$ cat src/rtl/bit_serial_alu_if.sv
// Start/done handshake, operand and result bundle for the bit-serial ALU.
// The controller uses the master modport, the ALU uses the slave modport.
interface bit_serial_alu_if #(
  parameter int WIDTH = 32
);
  logic             start_i;
  logic [WIDTH-1:0] src1_i;
  logic [WIDTH-1:0] src2_i;
  logic [3:0]       ctrl_i;
  logic [2:0]       comp_i;
  logic             busy_o;
  logic             done_o;
  logic [WIDTH-1:0] result_o;
  logic             zero_o;
  logic             overflow_o;
  logic             cout_o;

  modport master (
    output start_i, src1_i, src2_i, ctrl_i, comp_i,
    input  busy_o, done_o, result_o, zero_o, overflow_o, cout_o
  );

  modport slave (
    input  start_i, src1_i, src2_i, ctrl_i, comp_i,
    output busy_o, done_o, result_o, zero_o, overflow_o, cout_o
  );
endinterface

$ cat src/rtl/bit_serial_alu.sv
// Bit-serial ALU: one operand bit pair per cycle through a single 1-bit slice,
// carry kept between cycles, result and flags published together at FIN.
module bit_serial_alu #(
  parameter int WIDTH = 32,
  parameter int CNT_W = 6
) (
  input  logic            clk_i,
  input  logic            rst_n,
  bit_serial_alu_if.slave bus
);

  localparam logic [3:0] OP_AND = 4'b0000;
  localparam logic [3:0] OP_OR  = 4'b0001;
  localparam logic [3:0] OP_ADD = 4'b0010;
  localparam logic [3:0] OP_SUB = 4'b0110;
  localparam logic [3:0] OP_SET = 4'b0111;
  localparam logic [3:0] OP_NOR = 4'b1100;

  typedef enum logic [1:0] {IDLE, RUN, FIN} state_t;

  state_t           state_q, state_d;
  logic [CNT_W-1:0] cnt_q;
  logic [WIDTH-1:0] a_sh, b_sh, res_sh;
  logic [3:0]       ctrl_q;
  logic [2:0]       comp_q;
  logic             carry_q, diff_nz_q, c_in_msb_q, sum_msb_q;

  function automatic logic op_a_inv(input logic [3:0] op);
    return (op == OP_NOR);
  endfunction

  function automatic logic op_b_inv(input logic [3:0] op);
    return (op == OP_NOR) || (op == OP_SUB) || (op == OP_SET);
  endfunction

  function automatic logic slice_bit(input logic [3:0] op, input logic a,
                                     input logic b, input logic s);
    case (op)
      OP_AND, OP_NOR:         return a & b;
      OP_OR:                  return a | b;
      OP_ADD, OP_SUB, OP_SET: return s;
      default:                return 1'b0;
    endcase
  endfunction

  // Returns {valid, compare bit}; undefined compare codes are flagged invalid.
  function automatic logic [1:0] cmp_sel(input logic [2:0] comp, input logic less,
                                         input logic equal);
    case (comp)
      3'b000:  return {1'b1, less};
      3'b001:  return {1'b1, ~less & ~equal};
      3'b010:  return {1'b1, less | equal};
      3'b011:  return {1'b1, ~less};
      3'b110:  return {1'b1, equal};
      3'b100:  return {1'b1, ~equal};
      default: return 2'b00;
    endcase
  endfunction

  logic accept, last_bit;
  logic a_bit, b_bit, sum_bit, carry_nxt;
  logic ovf_fin, less_fin, equal_fin;
  logic [1:0] cmp_fin;
  logic [WIDTH-1:0] res_fin;
  logic ovf_out, cout_out;

  assign accept    = (state_q == IDLE) && bus.start_i;
  assign last_bit  = (cnt_q == CNT_W'(WIDTH - 1));
  assign a_bit     = a_sh[0] ^ op_a_inv(ctrl_q);
  assign b_bit     = b_sh[0] ^ op_b_inv(ctrl_q);
  assign sum_bit   = a_bit ^ b_bit ^ carry_q;
  assign carry_nxt = (a_bit & b_bit) | (a_bit & carry_q) | (b_bit & carry_q);

  assign ovf_fin   = c_in_msb_q ^ carry_q;
  assign less_fin  = sum_msb_q ^ ovf_fin;
  assign equal_fin = ~diff_nz_q;
  assign cmp_fin   = cmp_sel(comp_q, less_fin, equal_fin);

  always_comb begin
    res_fin  = '0;
    ovf_out  = 1'b0;
    cout_out = 1'b0;
    case (ctrl_q)
      OP_AND, OP_OR, OP_NOR: res_fin = res_sh;
      OP_ADD, OP_SUB: begin
        res_fin  = res_sh;
        ovf_out  = ovf_fin;
        cout_out = carry_q;
      end
      OP_SET: begin
        if (cmp_fin[1]) begin
          res_fin  = WIDTH'(cmp_fin[0]);
          cout_out = carry_q;
        end
      end
      default: ;
    endcase
  end

  always_comb begin
    state_d = state_q;
    case (state_q)
      IDLE:    if (bus.start_i) state_d = RUN;
      RUN:     if (last_bit) state_d = FIN;
      FIN:     state_d = IDLE;
      default: state_d = IDLE;
    endcase
  end

  // Operand/result shifters and serial carry: no reset, always loaded on accept.
  always_ff @(posedge clk_i) begin
    if (accept) begin
      a_sh      <= bus.src1_i;
      b_sh      <= bus.src2_i;
      ctrl_q    <= bus.ctrl_i;
      comp_q    <= bus.comp_i;
      carry_q   <= op_b_inv(bus.ctrl_i);
      diff_nz_q <= 1'b0;
    end else if (state_q == RUN) begin
      a_sh      <= a_sh >> 1;
      b_sh      <= b_sh >> 1;
      res_sh    <= {slice_bit(ctrl_q, a_bit, b_bit, sum_bit), res_sh[WIDTH-1:1]};
      carry_q   <= carry_nxt;
      diff_nz_q <= diff_nz_q | sum_bit;
      if (last_bit) begin
        c_in_msb_q <= carry_q;
        sum_msb_q  <= sum_bit;
      end
    end
  end

  always_ff @(posedge clk_i or negedge rst_n) begin
    if (!rst_n) begin
      state_q        <= IDLE;
      cnt_q          <= '0;
      bus.done_o     <= 1'b0;
      bus.result_o   <= '0;
      bus.zero_o     <= 1'b1;
      bus.overflow_o <= 1'b0;
      bus.cout_o     <= 1'b0;
    end else begin
      state_q    <= state_d;
      bus.done_o <= (state_q == FIN);
      if (accept) cnt_q <= '0;
      else if (state_q == RUN) cnt_q <= cnt_q + CNT_W'(1);
      if (state_q == FIN) begin
        bus.result_o   <= res_fin;
        bus.zero_o     <= (res_fin == '0);
        bus.overflow_o <= ovf_out;
        bus.cout_o     <= cout_out;
      end
    end
  end

  assign bus.busy_o = (state_q != IDLE);

endmodule
$ cat src/flat_wrapper.sv
// flat-port wrapper written by rule: the top's interface ports become plain ports
module bit_serial_alu_flat 
#(
  parameter int WIDTH = 32,
  parameter int CNT_W = 6
)
  (clk_i, rst_n, bus_start_i, bus_src1_i, bus_src2_i, bus_ctrl_i, bus_comp_i, bus_busy_o, bus_done_o, bus_result_o, bus_zero_o, bus_overflow_o, bus_cout_o);
  bit_serial_alu_if #(.WIDTH(WIDTH)) bus_i ();
  input  logic clk_i;
  input  logic rst_n;
  input wire logic [$bits(bus_i.start_i)-1:0] bus_start_i;
  input wire logic [$bits(bus_i.src1_i)-1:0] bus_src1_i;
  input wire logic [$bits(bus_i.src2_i)-1:0] bus_src2_i;
  input wire logic [$bits(bus_i.ctrl_i)-1:0] bus_ctrl_i;
  input wire logic [$bits(bus_i.comp_i)-1:0] bus_comp_i;
  output wire logic [$bits(bus_i.busy_o)-1:0] bus_busy_o;
  output wire logic [$bits(bus_i.done_o)-1:0] bus_done_o;
  output wire logic [$bits(bus_i.result_o)-1:0] bus_result_o;
  output wire logic [$bits(bus_i.zero_o)-1:0] bus_zero_o;
  output wire logic [$bits(bus_i.overflow_o)-1:0] bus_overflow_o;
  output wire logic [$bits(bus_i.cout_o)-1:0] bus_cout_o;
  assign bus_i.start_i = bus_start_i;
  assign bus_i.src1_i = bus_src1_i;
  assign bus_i.src2_i = bus_src2_i;
  assign bus_i.ctrl_i = bus_ctrl_i;
  assign bus_i.comp_i = bus_comp_i;
  assign bus_busy_o = bus_i.busy_o;
  assign bus_done_o = bus_i.done_o;
  assign bus_result_o = bus_i.result_o;
  assign bus_zero_o = bus_i.zero_o;
  assign bus_overflow_o = bus_i.overflow_o;
  assign bus_cout_o = bus_i.cout_o;
  bit_serial_alu #(.WIDTH(WIDTH), .CNT_W(CNT_W)) u_core (.clk_i(clk_i), .rst_n(rst_n), .bus(bus_i));
endmodule
$ cat config.mk
export PLATFORM = sky130hd
export DESIGN_NAME = bit_serial_alu_flat
export DESIGN_NICKNAME = d
export VERILOG_FILES = /design/src/rtl/bit_serial_alu_if.sv /design/src/rtl/bit_serial_alu.sv /design/src/flat_wrapper.sv
export SDC_FILE = /design/constraint.sdc
export NUM_CORES = 1
export LEC_CHECK = 0
export ABC_CLOCK_PERIOD_IN_PS = 7800
export BUFFER_PORTS_ARGS = -buffer_cell sky130_fd_sc_hd__buf_2
export CAP_MARGIN = 20
export CORE_MARGIN = 4
export CORE_UTILIZATION = 35
export DETAILED_ROUTE_END_ITERATION = 10
export SYNTH_ARGS = -nofsm -noshare
export SYNTH_HDL_FRONTEND = slang
export SYNTH_SLANG_ARGS = --single-unit
$ cat constraint.sdc
create_clock -name clk_i -period 7.8 [get_ports clk_i]
set_input_delay 0.39 -clock clk_i [delete_from_list [all_inputs] [get_ports clk_i]]
set_output_delay 0.39 -clock clk_i [all_outputs]
set_load 0.005 [all_outputs]
==> impl_metrics.json <==
{
  "synth.most_common_cell": "nand2_1",
  "design_area_um2": 7492,
  "drt_wl_total_um": 12290,
  "diodes": 0,
  "worst_path_largest_cell_delay_ns": 0.62,
  "grt_antenna_before_repair": 0,
  "grt_max_degree": 73,
  "dp.cells": 878,
  "outcome": "completed",
  "track_usage_pct": 13.00,
  "path_clk_slew_ns": 0.06,
  "finalHoldViolCount": 0,
  "synth-edff-count": 106,
  "synth_top_area_cell": "edfxtp_1",
  "cts_tree": "yes",
  "period_needed_ns": 2.546,
  "drc": 0,
  "ant_nets": 0,
  "drive_gt1_share_pct": 21.98,
  "cp-end-kind": "flip-flop",
  "drt_first_pass_iters": 5,
  "post_layout_nonfiller_instances": 912,
  "gp_congestion": 0.8278,
  "fillerInstances": 1626,
  "critPathSlowestCell": "buf_4",
  "synth_top_cell_area_share_pct": 51.82,
  "cp_common_cell": "inv_2",
  "worstMarginPinSlew_ns": 0.8164,
  "start_util_pct": 35.63,
  "power_density_nw_per_um2": 311.4,
  "clockBufferDepth": 2,
  "clkLatencyLatePin_ns": 0.42,
  "grt_pass1_vias": 4296,
  "crit_chain": "nand2b_1 -> inv_2 -> nor2_1 -> inv_2 -> buf_4",
  "dieArea_um2": 19730,
  "maxCapViolCount": 0,
  "cts_buffers": 17,
  "fin_crit_sh_pct": 32.64,
  "hold_path_class": "in2reg",
  "fin_setup_tns_ns": 0,
  "min_from": "bus_comp_i[1]",
  "place_area_um2": 6893,
  "root_buffer": "clkbuf_16",
  "maxSlewViolCount": 0,
  "avgViaCountPerCell": 4.649,
  "h-tree-depth": 4,
  "wl_per_cell_um": 13.47,
  "r2r-start": "u_core.state_q[1]$_DFFE_PN0P_",
  "overflow": 0,
  "synthArstFlopShare_pct": 29.14,
  "synth_seq_cells": 151,
  "synth_area_per_cell_um2": 10.87,
  "start_kind": "flip-flop",
  "hpwlAfterDp_um": 8293,
  "synth_cell_type_count": 38,
  "arrival_ns": 2.59,
  "finClkSkew_ns": 0.01240,
  "die_w_um": 140.5,
  "core_um2": 17240,
  "cts_resized": 0,
  "die_h_um": 140.5,
  "io_pins": 111,
  "max_slew_margin_pct": 45.58,
  "fmax_ghz": 0.3928,
  "setup_viol": 0,
  "grt_pass1_wl_um": 20530,
  "drt-initial-drc-count": 228,
  "yosys_most_used_dff": "edfxtp_1",
  "leakagePower_nw": 3.370,
  "path_class": "reg2reg",
  "critPathMaxFanout": 65,
  "synth.net_count": 643,
  "clock-sinks": 151,
  "area_growth_pct": 21.98,
  "post_cts_buffers": 0,
  "seq_area_frac_synth_pct": 70.10,
  "vias": 4240,
  "crit_required_ns": 7.84,
  "synthCells": 565,
  "row_count": 48,
  "peakVddDrop_v": 0.0001751,
  "synth_area_leaders": "edfxtp_1, dfrtp_1, nand2_1, o21ai_0, clkbuf_1",
  "critPathLaunch": "u_core.state_q[1]$_DFFE_PN0P_",
  "syn_area_um2": 6142,
  "hold_buffers": 0,
  "rsz0062_at_grt": "false",
  "yosysWarnings": 0,
  "synth_common_cells": "nand2_1, edfxtp_1, dfrtp_1",
  "numPortBuffers": 110,
  "nets": 752
}
[path summary, 6_finish.rpt]
check / endpoint / slack, ns / cells past startpoint
max: u_core.a_sh[15]$_DFFE_PP_ / 5.25 / 5
min: u_core.comp_q[1]$_DFFE_PP_ / 0.14 / 1
max reg2reg: u_core.a_sh[15]$_DFFE_PP_ / 5.25 / 5
min reg2reg: u_core.bus.result_o[26]$_DFFE_PN0P_ / 0.47 / 2
max in group asynchronous: u_core.bus.zero_o$_DFFE_PN1P_ / 6.77 / 3
min in group asynchronous: u_core.bus.result_o[18]$_DFFE_PN0P_ / 0.46 / 2
[report_power, final]
group          switching [mW]  internal (mW)
clock                   0.300          0.484
sequential              0.114           1.16
combinational           0.169          0.110
[metal layers]
metal  wire, um  global-route usage, %
met4        106                  4.997
met2       5608                  19.33
met5          0                      0
met1       5721                  17.88
met3        847                  4.063
[layout make-up]
type | count | area (um2) | area share (%)
Clock inverter | 10 | 105.1 | 1.403
Timing Repair Buffer | 116 | 610.6 | 8.150
Clock buffer | 22 | 464.2 | 6.196
Inverter | 11 | 41.29 | 0.5511
Sequential cell | 151 | 4305 | 57.46
Tap cell | 225 | 281.5 | 3.758
Multi-Input combinational cell | 377 | 1684 | 22.48
[state kept, by name (all words and copies together) (netlist names)]
signal                 cells
u_core.a_sh               32
u_core.b_sh               32
u_core.bus.result_o       32
u_core.res_sh             32
u_core.cnt_q               6
u_core.ctrl_q              4
u_core.comp_q              3
u_core.state_q             2
u_core.bus.cout_o          1
u_core.bus.done_o          1
u_core.bus.overflow_o      1
u_core.bus.zero_o          1
u_core.c_in_msb_q          1
u_core.carry_q             1
u_core.diff_nz_q           1
u_core.sum_msb_q           1
[through the flow]
stage | utilization, % | power (mW) | hold WS [ns] | setup WS, ns
floorplan | - | 1.449 | 0.09441 | 4.841
global placement | 39.99 | 1.548 | 0.4615 | 5.296
detailed placement | 39.99 | 1.569 | 0.4664 | 5.221
CTS | 43.29 | 2.363 | 0.1208 | 5.209
global route | 43.47 | 2.471 | 0.1295 | 5.018
finish | 43.47 | 2.333 | 0.1425 | 5.254
[placed cells by master, fill, tap and decap left out, types with 3 or more instances in the layout]
cell type	n
a31oi_1	3
buf_2	110
buf_4	4
clkbuf_1	3
clkbuf_16	17
clkinv_2	6
dfrtp_1	43
edfxtp_1	106
ha_1	3
inv_1	7
inv_2	4
mux2i_1	3
nand2_1	263
nand2b_1	5
nand3_1	5
nand4_1	3
nor2_1	10
nor3_1	6
nor4_1	9
o21ai_0	40
o21ai_1	3
xor2_1	3
[cell families (layout without fill, tap and decap cells)]
logic type | count (synthesis) | count (layout) | share of synthesized area, %
buffers and inverters | 37 | 159 | 2.526
AND/OR/NAND/NOR | 308 | 308 | 20.00
adder cells (fa/ha/maj) | 4 | 4 | 0.9371
XOR/XNOR | 5 | 5 | 0.7131
flip-flops | 151 | 151 | 70.10
multiplexers | 3 | 3 | 0.4889
AO/OA/AOI/OAI | 57 | 57 | 5.235
[worst max-delay path: cells and delay by family, from the launching register on]
family	cells	cell delay [ns]
buffers and inverters	3	1.29
and+or+nand+nor	2	0.46
DFF	1	0.38
Power figures use the tool's default switching activity.
